## config.mk

```make
export PLATFORM = sky130hd
export DESIGN_NAME = hazard_ctrl
export DESIGN_NICKNAME = d
export VERILOG_FILES = /design/src/rtl/hazard_ctrl_pkg.sv /design/src/rtl/hazard_fwd_unit.sv /design/src/rtl/hazard_ctrl.sv
export SDC_FILE = /design/constraint.sdc
export NUM_CORES = 1
export LEC_CHECK = 0
export ABC_AREA = 1
export CAP_MARGIN = 10
export CORE_MARGIN = 1.5
export CORE_UTILIZATION = 35
export DETAILED_ROUTE_END_ITERATION = 10
export GPL_ROUTABILITY_DRIVEN = 0
export PLACE_DENSITY = 0.72
export SLEW_MARGIN = 25
export SYNTH_ARGS = -nofsm -noshare
export SYNTH_HDL_FRONTEND = slang
export SYNTH_SLANG_ARGS = --single-unit
```

## constraint.sdc

```tcl
create_clock -name clk -period 1.9 [get_ports clk]
set_input_delay 0.19 -clock clk [delete_from_list [all_inputs] [get_ports clk]]
set_output_delay 0.19 -clock clk [all_outputs]
set_load 0.05 [all_outputs]
```

## src/rtl/hazard_ctrl_pkg.sv

```systemverilog
// Shared types and constants for the pipeline hazard controller.
package hazard_ctrl_pkg;

  localparam int unsigned REG_W = 5;
  localparam int unsigned CNT_W = 16;

  typedef enum logic {
    RUN      = 1'b0,
    MEM_WAIT = 1'b1
  } hazState_t;

  localparam logic [1:0] FWD_RF = 2'b00;
  localparam logic [1:0] FWD_W  = 2'b01;
  localparam logic [1:0] FWD_M  = 2'b10;

endpackage

```

## src/rtl/hazard_fwd_unit.sv

```systemverilog
// Operand forwarding comparator for one E-stage source register.
module hazard_fwd_unit
  import hazard_ctrl_pkg::*;
(
  input  logic [REG_W-1:0] RsE,
  input  logic [REG_W-1:0] RdM,
  input  logic [REG_W-1:0] RdW,
  input  logic             RegWriteM,
  input  logic             RegWriteW,
  output logic [1:0]       ForwardE
);

  // M result wins over W result; x0 is never forwarded
  always_comb begin
    ForwardE = FWD_RF;
    if (RegWriteM && (RdM != '0) && (RdM == RsE)) begin
      ForwardE = FWD_M;
    end else if (RegWriteW && (RdW != '0) && (RdW == RsE)) begin
      ForwardE = FWD_W;
    end
  end

endmodule

```

## src/rtl/hazard_ctrl.sv

```systemverilog
// Pipeline hazard controller: forwarding, load-use bubble, redirect flush
// and data-memory wait handling with a sticky timeout flag.
// Optional macro HAZARD_PERF_CNT_EN adds saturating stall/flush counters.
module hazard_ctrl
  import hazard_ctrl_pkg::*;
#(
  parameter int unsigned MEM_TIMEOUT = 255,
  parameter logic [1:0]  LOAD_SRC    = 2'b01
) (
  input  logic             clk,
  input  logic             rst,
  input  logic [REG_W-1:0] Rs1D,
  input  logic [REG_W-1:0] Rs2D,
  input  logic [REG_W-1:0] Rs1E,
  input  logic [REG_W-1:0] Rs2E,
  input  logic [REG_W-1:0] RdE,
  input  logic [1:0]       ResultSrcE,
  input  logic [1:0]       PCSrcE,
  input  logic [REG_W-1:0] RdM,
  input  logic [REG_W-1:0] RdW,
  input  logic             RegWriteM,
  input  logic             RegWriteW,
  input  logic             dmem_req,
  input  logic             dmem_ready,
  output logic             StallF,
  output logic             StallD,
  output logic             StallE,
  output logic             StallM,
  output logic             FlushD,
  output logic             FlushE,
  output logic [1:0]       ForwardAE,
  output logic [1:0]       ForwardBE,
  output logic             mem_timeout
`ifdef HAZARD_PERF_CNT_EN
  ,
  output logic [CNT_W-1:0] stall_cnt,
  output logic [CNT_W-1:0] flush_cnt
`endif
);

  localparam logic [CNT_W-1:0] TIMEOUT_V = CNT_W'(MEM_TIMEOUT);

  hazState_t        state;
  hazState_t        nextState;
  logic [CNT_W-1:0] waitCnt;
  logic             lu;
  logic             br;
  logic             miss;

  hazard_fwd_unit uFwdA (
    .RsE       (Rs1E),
    .RdM       (RdM),
    .RdW       (RdW),
    .RegWriteM (RegWriteM),
    .RegWriteW (RegWriteW),
    .ForwardE  (ForwardAE)
  );

  hazard_fwd_unit uFwdB (
    .RsE       (Rs2E),
    .RdM       (RdM),
    .RdW       (RdW),
    .RegWriteM (RegWriteM),
    .RegWriteW (RegWriteW),
    .ForwardE  (ForwardBE)
  );

  assign lu   = (ResultSrcE == LOAD_SRC) && (RdE != '0) && ((RdE == Rs1D) || (RdE == Rs2D));
  assign br   = (PCSrcE != 2'b00);
  assign miss = dmem_req && !dmem_ready;

  // State register
  always_ff @(posedge clk or posedge rst) begin
    if (rst) begin
      state <= RUN;
    end else begin
      state <= nextState;
    end
  end

  // Next state and hazard priority: memory miss, then redirect, then load-use
  always_comb begin
    nextState = state;
    StallF    = 1'b0;
    StallD    = 1'b0;
    StallE    = 1'b0;
    StallM    = 1'b0;
    FlushD    = 1'b0;
    FlushE    = 1'b0;

    case (state)
      RUN:      if (miss)       nextState = MEM_WAIT;
      MEM_WAIT: if (dmem_ready) nextState = RUN;
      default:                  nextState = RUN;
    endcase

    if (miss) begin
      StallF = 1'b1;
      StallD = 1'b1;
      StallE = 1'b1;
      StallM = 1'b1;
    end else if (br) begin
      FlushD = 1'b1;
      FlushE = 1'b1;
    end else if (lu) begin
      StallF = 1'b1;
      StallD = 1'b1;
      FlushE = 1'b1;
    end
  end

  // Wait counter and sticky timeout; the FSM keeps waiting after timeout
  always_ff @(posedge clk or posedge rst) begin
    if (rst) begin
      waitCnt     <= '0;
      mem_timeout <= 1'b0;
    end else if (state == RUN) begin
      if (miss) begin
        waitCnt <= '0;
      end
    end else begin
      if (waitCnt != TIMEOUT_V) begin
        waitCnt <= waitCnt + CNT_W'(1);
      end
      if (waitCnt >= (TIMEOUT_V - CNT_W'(1))) begin
        mem_timeout <= 1'b1;
      end
    end
  end

`ifdef HAZARD_PERF_CNT_EN
  // Saturating counts of front-end stall cycles and E-stage flush cycles
  always_ff @(posedge clk or posedge rst) begin
    if (rst) begin
      stall_cnt <= '0;
      flush_cnt <= '0;
    end else begin
      if (StallF && (stall_cnt != '1)) begin
        stall_cnt <= stall_cnt + CNT_W'(1);
      end
      if (FlushE && (flush_cnt != '1)) begin
        flush_cnt <= flush_cnt + CNT_W'(1);
      end
    end
  end
`endif

endmodule

```

# Word level (Yosys, flattened, before mapping)
# Index checks and enable logic that the tools add are counted.
[word_totals]
wordCells = 50
romBits = 0
latchBits = 0
output_inout_bits = 11
ff_bits = 18
inputBits = 45
memories = 0
ramBits = 0
[op_classes]
n_mul = 0
div = 0
n_reduce_logical = 18
shifts = 0
muxes = 17
add_sub_neg = 1
bitwise = 1
magnitude_cmp = 1
eq_ne = 9
[ops]
columns = ["operator", "n"]
rows = [
  ["16-bit two-way mux", 3],
  ["5-bit equality test", 6],
  ["16-bit by 1-bit adder with 16-bit output (second input constant)", 1],
  ["16-bit by 8-bit >= comparator with 1-bit output (second input constant)", 1],
  ["16-bit by 8-bit != test with 1-bit output (second input constant)", 1],
  ["5-bit nonzero test", 3],
  ["1-bit two-way mux", 11],
  ["1-bit logical AND", 9],
  ["2-bit two-way mux", 2],
  ["2-bit AND reduction", 2],
  ["2-bit nonzero test", 2],
  ["2-bit by 1-bit equality test with 1-bit output (second input constant)", 1],
  ["2-bit by 1-bit != test with 1-bit output (second input constant)", 1],
  ["1-bit case mux with 2 select lines", 1],
  ["1-bit zero test", 1],
  ["1-bit logical OR", 1],
  ["1-bit NOT", 1],
]

# Longest topological paths before layout
# Gate-level depths: netlist of the first run.
[logic_depth]
word_depth = 6
ltp_mapped = 11
depth_no_buf = 10

# Modules after synthesis
# A second synthesis of the first run with hierarchy kept.
[unflattened]
cells_unflattened = 318
area_unflattened_um2 = 1865.5
[by_module_without_submodules]
columns = ["mod", "cells_each", "area_per_inst_um2", "n_inst", "seq_area_each_um2"]
rows = [
  ["hazard_ctrl", 218, 1437.6, 1, 450.4],
  ["hazard_fwd_unit", 50, 214.0, 2, 0.0],
]

# Least setup slack after synthesis of the first run
# No wires, ideal clock.
[synth_timing]
path_type = "input to output"
startpoint = "input RdM[1]"
endpoint = "output ForwardAE[0]"
required_ns = 1.710
arrival_time_ns = 2.093
path_slack_ns = -0.383
path_stages = 4
path_buffers = 0
path_cell_list = "xnor2_1 > nand2_1 > nor3_1 > nor2_1"
[synth_via]
elab_chain_len = 4
word_cells_on_any_way = 5
cone_classes = "1 x eq/ne; 1 x mux; 3 x reduce/logical"
[synth_rtl]
columns = ["item", "line_no", "text"]
rows = [
  ["start: declaration", "hazard_ctrl.sv:19", "input logic [REG_W-1:0] RdM,"],
  ["5-bit nonzero test", "hazard_fwd_unit.sv:16", "if (RegWriteM && (RdM != '0) && (RdM == RsE)) begin"],
  ["1-bit logical AND", "hazard_fwd_unit.sv:16", ""],
  ["1-bit logical AND (*)", "hazard_fwd_unit.sv:16", ""],
  ["2-bit two-way mux (*)", "hazard_fwd_unit.sv:16", ""],
  ["end: declaration", "hazard_ctrl.sv:31", "output logic [1:0] ForwardAE,"],
]
# Mark *: on every way between the ends. The rest lies on a longest branch, timed or not.

# Worst setup path in the final report of the first run
[layout_timing]
startpoint = "input RdM[3]"
endpoint = "output ForwardBE[0]"
[layout_via]
elab_chain_len = 4
word_cells_on_any_way = 5
cone_classes = "1 x eq/ne; 1 x mux; 3 x reduce/logical"
[layout_rtl]
columns = ["item", "line_no", "text"]
rows = [
  ["5-bit nonzero test", "hazard_fwd_unit.sv:16", ""],
  ["1-bit logical AND", "hazard_fwd_unit.sv:16", ""],
  ["1-bit logical AND (*)", "hazard_fwd_unit.sv:16", ""],
  ["2-bit two-way mux (*)", "hazard_fwd_unit.sv:16", ""],
  ["end: declaration", "hazard_ctrl.sv:32", "output logic [1:0] ForwardBE,"],
]
# Marks and branches as above.

==> impl_metrics.py, run 1 <==
metrics = {
    "synth": {
        "synth_area_sq_um": 1690,
        "synthDistinctLibCells": 22,
        "synth_fp_nets": 313,
        "ys_seq_area_share_pct": 26.6,
        "netlist_instances": 266,
        "ys_ff_latch": 18,
        "yosysWarnings": 0,
        "synth.avg_cell_area_sq_um": 6.37,
    },
    "die": {
        "rows": 25,
        "start_util_pct": 36.1,
        "coreArea_sq_um": 4690,
        "dieArea_sq_um": 5270,
        "chipHeight_um": 72.6,
        "io_pins": 56,
        "die_w_um": 72.6,
    },
    "global_route": {
        "grt_pass1_wl_um": 7490,
        "gr-total-overflow": 0,
        "grt_util_all_layers_pct": 17.3,
        "antenna_found_initial": 0,
        "first_global_vias": 1800,
        "grt_max_degree": 21,
    },
    "worst_setup_path": {
        "slowest_stage": "clkdlybuf4s50_1",
        "critPathCaptureType": "primary output",
        "crit_chain": "clkdlybuf4s50_1 > buf_4 > xnor2_1 > nand2_1 > nor3_2 > nor2_1 > buf_12",
        "reg2reg_from": "waitCnt[0]",
        "cp.arrival_ns": 1.56,
        "critPathLaunchType": "input pin",
        "crit_start": "RdM[3]",
        "critPathMaxStageDelay_ns": 0.48,
        "worstSetupPathType": "input pin to primary output",
        "worstPathMaxFanout": 2,
        "critical_path_required_ns": 1.71,
    },
    "route": {
        "routedWlPerCell_um": 11.1,
        "drc": 0,
        "first_iter_violations": 152,
        "firstDrtPassIters": 4,
        "wl_met3_um": 142,
        "vias": 1811,
        "routed_wirelength_um": 4190,
        "dr_wl_met2_um": 2110,
        "postRouteAntennaNets": 0,
        "via_per_inst": 4.79,
        "routed.top_layer": "met4",
        "wl_met1_um": 1900,
    },
    "place": {
        "io_buffers": 55,
        "dp_worst_setup_slack_ns": 0.0894,
        "dp_hpwl_um": 3460,
        "place_inst": 375,
    },
    "sta": {
        "tightest_slew_ns": 0.698,
        "finalHoldViolCount": 0,
        "fmax_ghz": 0.572,
        "period_share_pct": 92.1,
        "slew_violations": 0,
        "fin_crit_ns": 1.75,
        "fin_worst_skew_ns": 0.00263,
        "setup_ws_ns": 0.151,
        "rsz0062_at_grt": "false",
        "final.setup.tns_ns": 0,
        "slew_headroom_pct": 53.4,
        "finalSetupViolCount": 0,
    },
    "pwr": {
        "p_per_area_nw_per_um2": 455,
        "power_mw": 1.12,
        "leakagePower_nw": 1.14,
        "vdd_drop_max_mv": 0.199,
    },
    "cts": {
        "ctsResizeCount": 0,
        "clkLatencyLatePin_ns": 0.25,
        "numCtsBuffers": 3,
        "cts_setup_buffers": 0,
        "cts_buffer_depth": 2,
        "path_clk_slew_ns": 0.07,
        "cts_sinks": 18,
        "htree_levels": 1,
        "clockRootBuffer": "clkbuf_8",
        "cts_tree": "yes",
        "holdBufCountCts": 0,
    },
    "status": {
        "status": "complete, no violations",
    },
    "run": {
        "max_cap_viol_count": 0,
    },
    "worst_hold_path": {
        "hold_class": "input pin to async pin",
    },
    "layout": {
        "nNetsFinal": 373,
        "area_growth_pct": 45.7,
        "final_core_util_pct": 52.6,
        "drive_above_1_share_pct": 11.1,
        "fin_cells": 378,
        "diodes": 0,
    },
}
Yosys cell counts:
| master | number | area [sq um] |
|---|---|---|
| a21oi_1 | 2 | 10.0 |
| buf_4 | 2 | 15.0 |
| buf_6 | 2 | 22.5 |
| clkbuf_1 | 2 | 7.51 |
| dfrtp_1 | 18 | 450 |
| ha_1 | 2 | 25.0 |
| inv_1 | 28 | 105 |
| inv_2 | 1 | 3.75 |
| nand2_1 | 67 | 251 |
| nand2_2 | 4 | 25.0 |
| nand2_4 | 2 | 22.5 |
| nand3_1 | 45 | 225 |
| nand3b_1 | 1 | 7.51 |
| nand4_1 | 6 | 37.5 |
| nor2_1 | 40 | 150 |
| nor2_4 | 2 | 22.5 |
| nor3_1 | 7 | 35.0 |
| o21ai_0 | 2 | 10.0 |
| o21ai_1 | 3 | 15.0 |
| or2_2 | 4 | 25.0 |
| xnor2_1 | 13 | 114 |
| xor2_1 | 13 | 114 |
critical path, delay by kind of cell:
| family | cells | cell delay, ns |
|---|---|---|
| xor+xnor | 1 | 0.11 |
| buf+inv | 3 | 0.77 |
| simple gates | 3 | 0.50 |
power by group:
group          switching (mW)  internal, mW  total (mW)  leakage [nW]
combinational           0.196         0.211       0.407         0.878
clock                   0.125         0.141       0.266        0.0216
sequential             0.0413         0.408       0.449         0.241
final timing paths:
check / end / slack [ns] / depth (start not counted)
hold reg to reg: mem_timeout / 0.47 / 1
max in group asynchronous: waitCnt[0] / 1.11 / 2
min in group clk: mem_timeout / 0.47 / 1
hold / removal: waitCnt[4] / 0.35 / 2
setup / recovery: ForwardBE[0] / 0.15 / 7
setup reg to reg: waitCnt[8] / 0.29 / 10
per-stage QoR:
| stage | cell area (sq um) | hold slack [ns] |
|---|---|---|
| CTS | 2470 | 0.381 |
| floorplan | 1710 | 0.129 |
| finish | 2470 | 0.346 |
| detailed placement | 2420 | 0.458 |
| global placement | 2420 | 0.454 |
| global route | 2470 | 0.422 |
registers in the layout, summed over array words and instances, names as in the netlist:
register	flops
state	1
waitCnt	16
mem_timeout	1
cells in the final DEF (no fill, tap or decap):
cell	n
nor2_2	1
o21ai_0	1
or2_2	4
nand3b_1	1
nand2_4	2
nand4_1	6
inv_2	1
nand2_2	5
xnor2_1	13
buf_4	6
buf_12	10
clkdlybuf4s50_1	45
nor2_4	2
inv_1	28
nor3_2	2
nand3_1	45
a21oi_1	2
dfrtp_1	18
ha_1	2
clkbuf_8	3
xor2_1	13
nor2_1	39
nor3_1	5
o21ai_1	4
nand2_1	66
routing by layer:
layer / vias to the layer above / GRT usage [%]
met1: 810 / 21.8
met2: 37 / 31.9
met3: 4 / 1.52
met5: - / 0
li1: 960 / -
met4: 0 / 3.77
kinds of logic (layout without fill, tap and decap cells):
logic type	after synthesis	count (layout)	share of synthesized area (%)
fa+ha+maj	2	2	1.48
compound gates	7	7	2.07
flops	18	18	26.6
xor+xnor	26	26	13.4
buf+inv	35	93	9.08
simple gates	178	178	47.3
area by class of cell:
class,instances,area (sq um)
clock buffers,3,41.3
fillers,440,2220
inverters,29,109
multi-input cells,213,1100
flip-flops and latches,18,450
well taps,54,67.6
repair buffers,61,696
Power figures use the tool's default switching activity.
==> run 2, diff against run 1 <==
- GPL_ROUTABILITY_DRIVEN: 0 -> default
- clock period: 1.9 -> 2 ns (I/O delays scaled with it)
==> impl_metrics.py, run 2 (synthesis gave the netlist of run 1 again) <==
metrics = {
    "layout": {
        "largest-register": "waitCnt",
        "fin_cells": 373,
        "seqCellArea_sq_um": 450,
        "num-fill-cells": 451,
        "diodes": 0,
        "final_common_cell": "nand2_1",
        "multi_input_area_sq_um": 1100,
        "drive_above_1_share_pct": 9.40,
        "area_growth_pct": 43.4,
        "post-route-cell-area_sq_um": 2430,
        "nNetsFinal": 368,
        "final_cell_mix": "nand2_1 (67), nand3_1 (45), clkdlybuf4s50_1 (45)",
        "largest_reg_flops": 16,
        "reg_top3": "waitCnt: 16 flops, mem_timeout: 1 flops, state: 1 flops",
    },
    "global_route": {
        "antenna_found_initial": 0,
        "gr-total-overflow": 0,
        "first_global_vias": 1845,
        "grt_util_all_layers_pct": 18.1,
        "grt_max_degree": 21,
        "grt_pass1_wl_um": 7730,
    },
    "cts": {
        "clockRootBuffer": "clkbuf_8",
        "cts_tree": "yes",
        "holdBufCountCts": 0,
        "cts_setup_buffers": 0,
        "numCtsBuffers": 3,
        "cts_sinks": 18,
        "clkLatencyLatePin_ns": 0.25,
        "htree_levels": 1,
        "cts_buffer_depth": 2,
        "path_clk_slew_ns": 0.07,
        "ctsResizeCount": 0,
    },
    "status": {
        "status": "complete, no violations",
    },
    "place": {
        "placed_cell_area_sq_um": 2390,
        "dp_hpwl_um": 3650,
        "dp_worst_setup_slack_ns": 0.115,
        "place_inst": 370,
        "io_buffers": 55,
        "place.gp.congestion": 0.925,
    },
    "worst_setup_path": {
        "cp.arrival_ns": 1.67,
        "crit_top_cell": "nor2_1",
        "critPathMaxStageDelay_ns": 0.47,
        "slowest_stage": "clkdlybuf4s50_1",
        "crit_chain": "clkdlybuf4s50_1 > nor2_1 > nand2_1 > o21ai_0 > nor3_2 > nor2_1 > buf_12",
        "critical_path_required_ns": 1.80,
        "worstPathMaxFanout": 3,
        "critPathCaptureType": "primary output",
        "worstSetupPathType": "input pin to primary output",
        "critPathLaunchType": "input pin",
    },
    "sta": {
        "finalSetupViolCount": 0,
        "tightest_slew_ns": 0.686,
        "slew_headroom_pct": 54.2,
        "fin_crit_ns": 1.87,
        "slew_violations": 0,
        "final.setup.tns_ns": 0,
        "finalHoldViolCount": 0,
        "rsz0062_at_grt": "false",
        "setup_ws_ns": 0.132,
        "period_share_pct": 93.4,
        "fmax_ghz": 0.535,
        "fin_worst_skew_ns": 0.00307,
    },
    "pwr": {
        "vdd_drop_max_mv": 0.209,
        "power_mw": 1.06,
        "p_per_area_nw_per_um2": 437,
        "leakagePower_nw": 1.12,
    },
    "worst_hold_path": {
        "hold_class": "input pin to async pin",
    },
    "die": {
        "chipHeight_um": 72.6,
        "rows": 25,
        "coreArea_sq_um": 4690,
        "io_pins": 56,
        "dieArea_sq_um": 5270,
        "start_util_pct": 36.1,
        "die_w_um": 72.6,
    },
    "route": {
        "drc": 0,
        "routedWlPerCell_um": 11.9,
        "postRouteAntennaNets": 0,
        "first_iter_violations": 97,
        "routed_wirelength_um": 4450,
        "via_per_inst": 4.89,
        "vias": 1825,
        "firstDrtPassIters": 4,
    },
    "run": {
        "max_cap_viol_count": 0,
    },
}
run 2: layout make-up:
cell class / count / area share [%]
multi-input combinational: 213 / 45.4
timing repair buffer: 56 / 27.1
sequential: 18 / 18.5
inverter: 29 / 4.48
tap: 54 / 2.78
clock buffer: 3 / 1.70
run 2: routing by layer:
layer | vias to the layer above | global-route usage, % | routed length (um) | share of wire [%]
li1 | 951 | - | - | -
met4 | 0 | 6.08 | 49 | 1.1
met5 | - | 0 | 0 | 0
met2 | 44 | 34.0 | 2320 | 52
met1 | 824 | 20.8 | 1910 | 43
met3 | 6 | 2.49 | 169 | 3.8
run 2: worst paths after layout:
check | from | endpoint | slack, ns | cells after the start
worst max-delay path | RdM[0] | ForwardBE[0] | 0.13 | 7
worst min-delay path | rst | mem_timeout | 0.35 | 2
worst max register to register | waitCnt[0] | waitCnt[7] | 0.23 | 10
worst min register to register | mem_timeout | mem_timeout | 0.47 | 1
max in group asynchronous | rst | waitCnt[0] | 1.21 | 2
min in group clk | mem_timeout | mem_timeout | 0.47 | 1
run 2: power breakdown:
group | switching (mW) | internal (mW) | leakage (nW)
clock | 0.115 | 0.134 | 0.0216
combinational | 0.190 | 0.191 | 0.854
sequential | 0.0436 | 0.388 | 0.241
total | 0.349 | 0.713 | 1.12
run 2: stage by stage:
stage | hold slack [ns] | utilization [%]
6_report | 0.351 | 51.8
5_1_grt | 0.421 | 51.8
4_1_cts | 0.384 | 51.8
3_5_place_dp | 0.463 | 50.9
3_3_place_gp | 0.454 | 50.9
2_1_floorplan | 0.139 | -
run 2: worst max-delay path: cells and delay by family:
kind / cells / cell delay, ns
buffers and inverters: 2 / 0.64
AND/OR/NAND/NOR: 4 / 0.51
AO/OA/AOI/OAI: 1 / 0.32
==> run 3, diff against run 2 <==
- RECOVER_POWER: default -> 25
==> impl_metrics.py, run 3 (synthesis gave the netlist of run 1 again) <==
metrics = {
    "status": {
        "status": "complete, no violations",
    },
    "route": {
        "routed_wirelength_um": 4460,
        "postRouteAntennaNets": 0,
        "first_iter_violations": 97,
        "routedWlPerCell_um": 12.0,
        "via_per_inst": 4.89,
        "dr_wl_met2_um": 2320,
        "routed.top_layer": "met4",
        "wl_met1_um": 1910,
        "firstDrtPassIters": 4,
        "drc": 0,
        "wl_met3_um": 183,
        "vias": 1825,
    },
    "sta": {
        "tightest_slew_ns": 0.687,
        "rsz0062_at_grt": "false",
        "finalHoldViolCount": 0,
        "fin_crit_ns": 1.87,
        "slew_headroom_pct": 54.2,
        "fmax_ghz": 0.535,
        "fin_worst_skew_ns": 0.00312,
        "setup_ws_ns": 0.132,
        "finalSetupViolCount": 0,
        "period_share_pct": 93.4,
        "final.setup.tns_ns": 0,
        "slew_violations": 0,
    },
    "place": {
        "dp_worst_setup_slack_ns": 0.115,
        "io_buffers": 55,
        "dp_hpwl_um": 3650,
        "place.gp.congestion": 0.925,
    },
    "cts": {
        "holdBufCountCts": 0,
        "cts_buffer_depth": 2,
        "cts_tree": "yes",
        "numCtsBuffers": 3,
        "cts_setup_buffers": 0,
        "clkLatencyLatePin_ns": 0.25,
        "cts_sinks": 18,
        "ctsResizeCount": 0,
        "clockRootBuffer": "clkbuf_8",
        "htree_levels": 1,
        "path_clk_slew_ns": 0.07,
    },
    "global_route": {
        "first_global_vias": 1845,
        "gr-total-overflow": 0,
        "grt_pass1_wl_um": 7730,
        "grt_max_degree": 21,
        "antenna_found_initial": 0,
        "grt_util_all_layers_pct": 18.1,
    },
    "die": {
        "die_w_um": 72.6,
        "io_pins": 56,
        "coreArea_sq_um": 4690,
        "dieArea_sq_um": 5270,
        "chipHeight_um": 72.6,
        "start_util_pct": 36.1,
        "rows": 25,
    },
    "layout": {
        "nNetsFinal": 368,
        "area_growth_pct": 43.4,
        "num-fill-cells": 451,
        "largest_reg_flops": 16,
        "diodes": 0,
        "largest-register": "waitCnt",
        "drive_above_1_share_pct": 9.40,
        "reg_top3": "waitCnt: 16 flops, mem_timeout: 1 flops, state: 1 flops",
        "final_cell_mix": "nand2_1 (67), nand3_1 (45), clkdlybuf4s50_1 (44)",
        "final_common_cell": "nand2_1",
    },
    "pwr": {
        "leakagePower_nw": 1.12,
        "p_per_area_nw_per_um2": 437,
        "vdd_drop_max_mv": 0.208,
        "power_mw": 1.06,
    },
    "worst_setup_path": {
        "cp.arrival_ns": 1.67,
        "r2r_slack_ns": 0.22,
        "worstSetupPathType": "input pin to primary output",
        "worstPathMaxFanout": 3,
        "crit_start": "RdM[0]",
        "critPathLaunchType": "input pin",
        "regToRegEndpoint": "waitCnt[7]",
        "critPathCaptureType": "primary output",
        "critical_path_required_ns": 1.80,
        "reg2reg_depth": 10,
        "crit_end": "ForwardBE[0]",
        "reg2reg_from": "waitCnt[0]",
    },
    "worst_hold_path": {
        "hold_class": "register to register",
        "hold_depth": 1,
        "hp-start": "mem_timeout",
    },
    "run": {
        "max_cap_viol_count": 0,
    },
}
-- run 3: cell types whose count changed in the layout (fill, tap and decap cells not counted), sizes merged --
| cell | before | now |
|---|---|---|
| dlygate4sd3 | 0 | 1 |
| clkdlybuf4s50 | 45 | 44 |
-- run 3: worst max-delay path, cell delays in order --
cell and delay, ns:
clkdlybuf4s50_1 0.47, nor2_1 0.13, nand2_1 0.05, o21ai_0 0.32, nor3_2 0.13, nor2_1 0.20
buf_12 0.17
-- run 3: stage by stage --
stage	utilization, %	hold WS [ns]	cell area, sq um	std cells
final	51.8	0.473	2430	373
after global routing	51.8	0.499	2430	373
after CTS	51.8	0.384	2430	373
after detailed placement	50.9	0.463	2390	370
after global placement	50.9	0.454	2390	370
after floorplan	-	0.139	1710	266
-- run 3: metal layers --
| metal | up-vias | global-route usage, % |
|---|---|---|
| li1 | 951 | - |
| met1 | 823 | 20.8 |
| met2 | 45 | 34.0 |
| met3 | 6 | 2.49 |
| met4 | 0 | 6.08 |
| met5 | - | 0 |
-- run 3: cell type report --
type / count / area (sq um) / area share, %
clock buffer: 3 / 41.3 / 1.70
inverter: 29 / 109 / 4.48
multi-input combinational: 213 / 1100 / 45.4
sequential: 18 / 450 / 18.5
tap: 54 / 67.6 / 2.78
timing repair buffer: 56 / 658 / 27.1
-- run 3: worst min-delay path by stage --
stage                        endpoint  slack, ns
after floorplan           mem_timeout       0.14
final                     mem_timeout       0.47
after global placement    mem_timeout       0.45
after global routing      mem_timeout       0.50
after detailed placement  mem_timeout       0.46
after CTS                 mem_timeout       0.38
-- run 3: power breakdown --
| group | internal [mW] | switching (mW) |
|---|---|---|
| registers | 0.388 | 0.0435 |
| clock network | 0.134 | 0.115 |
| logic | 0.191 | 0.190 |
| total | 0.712 | 0.349 |
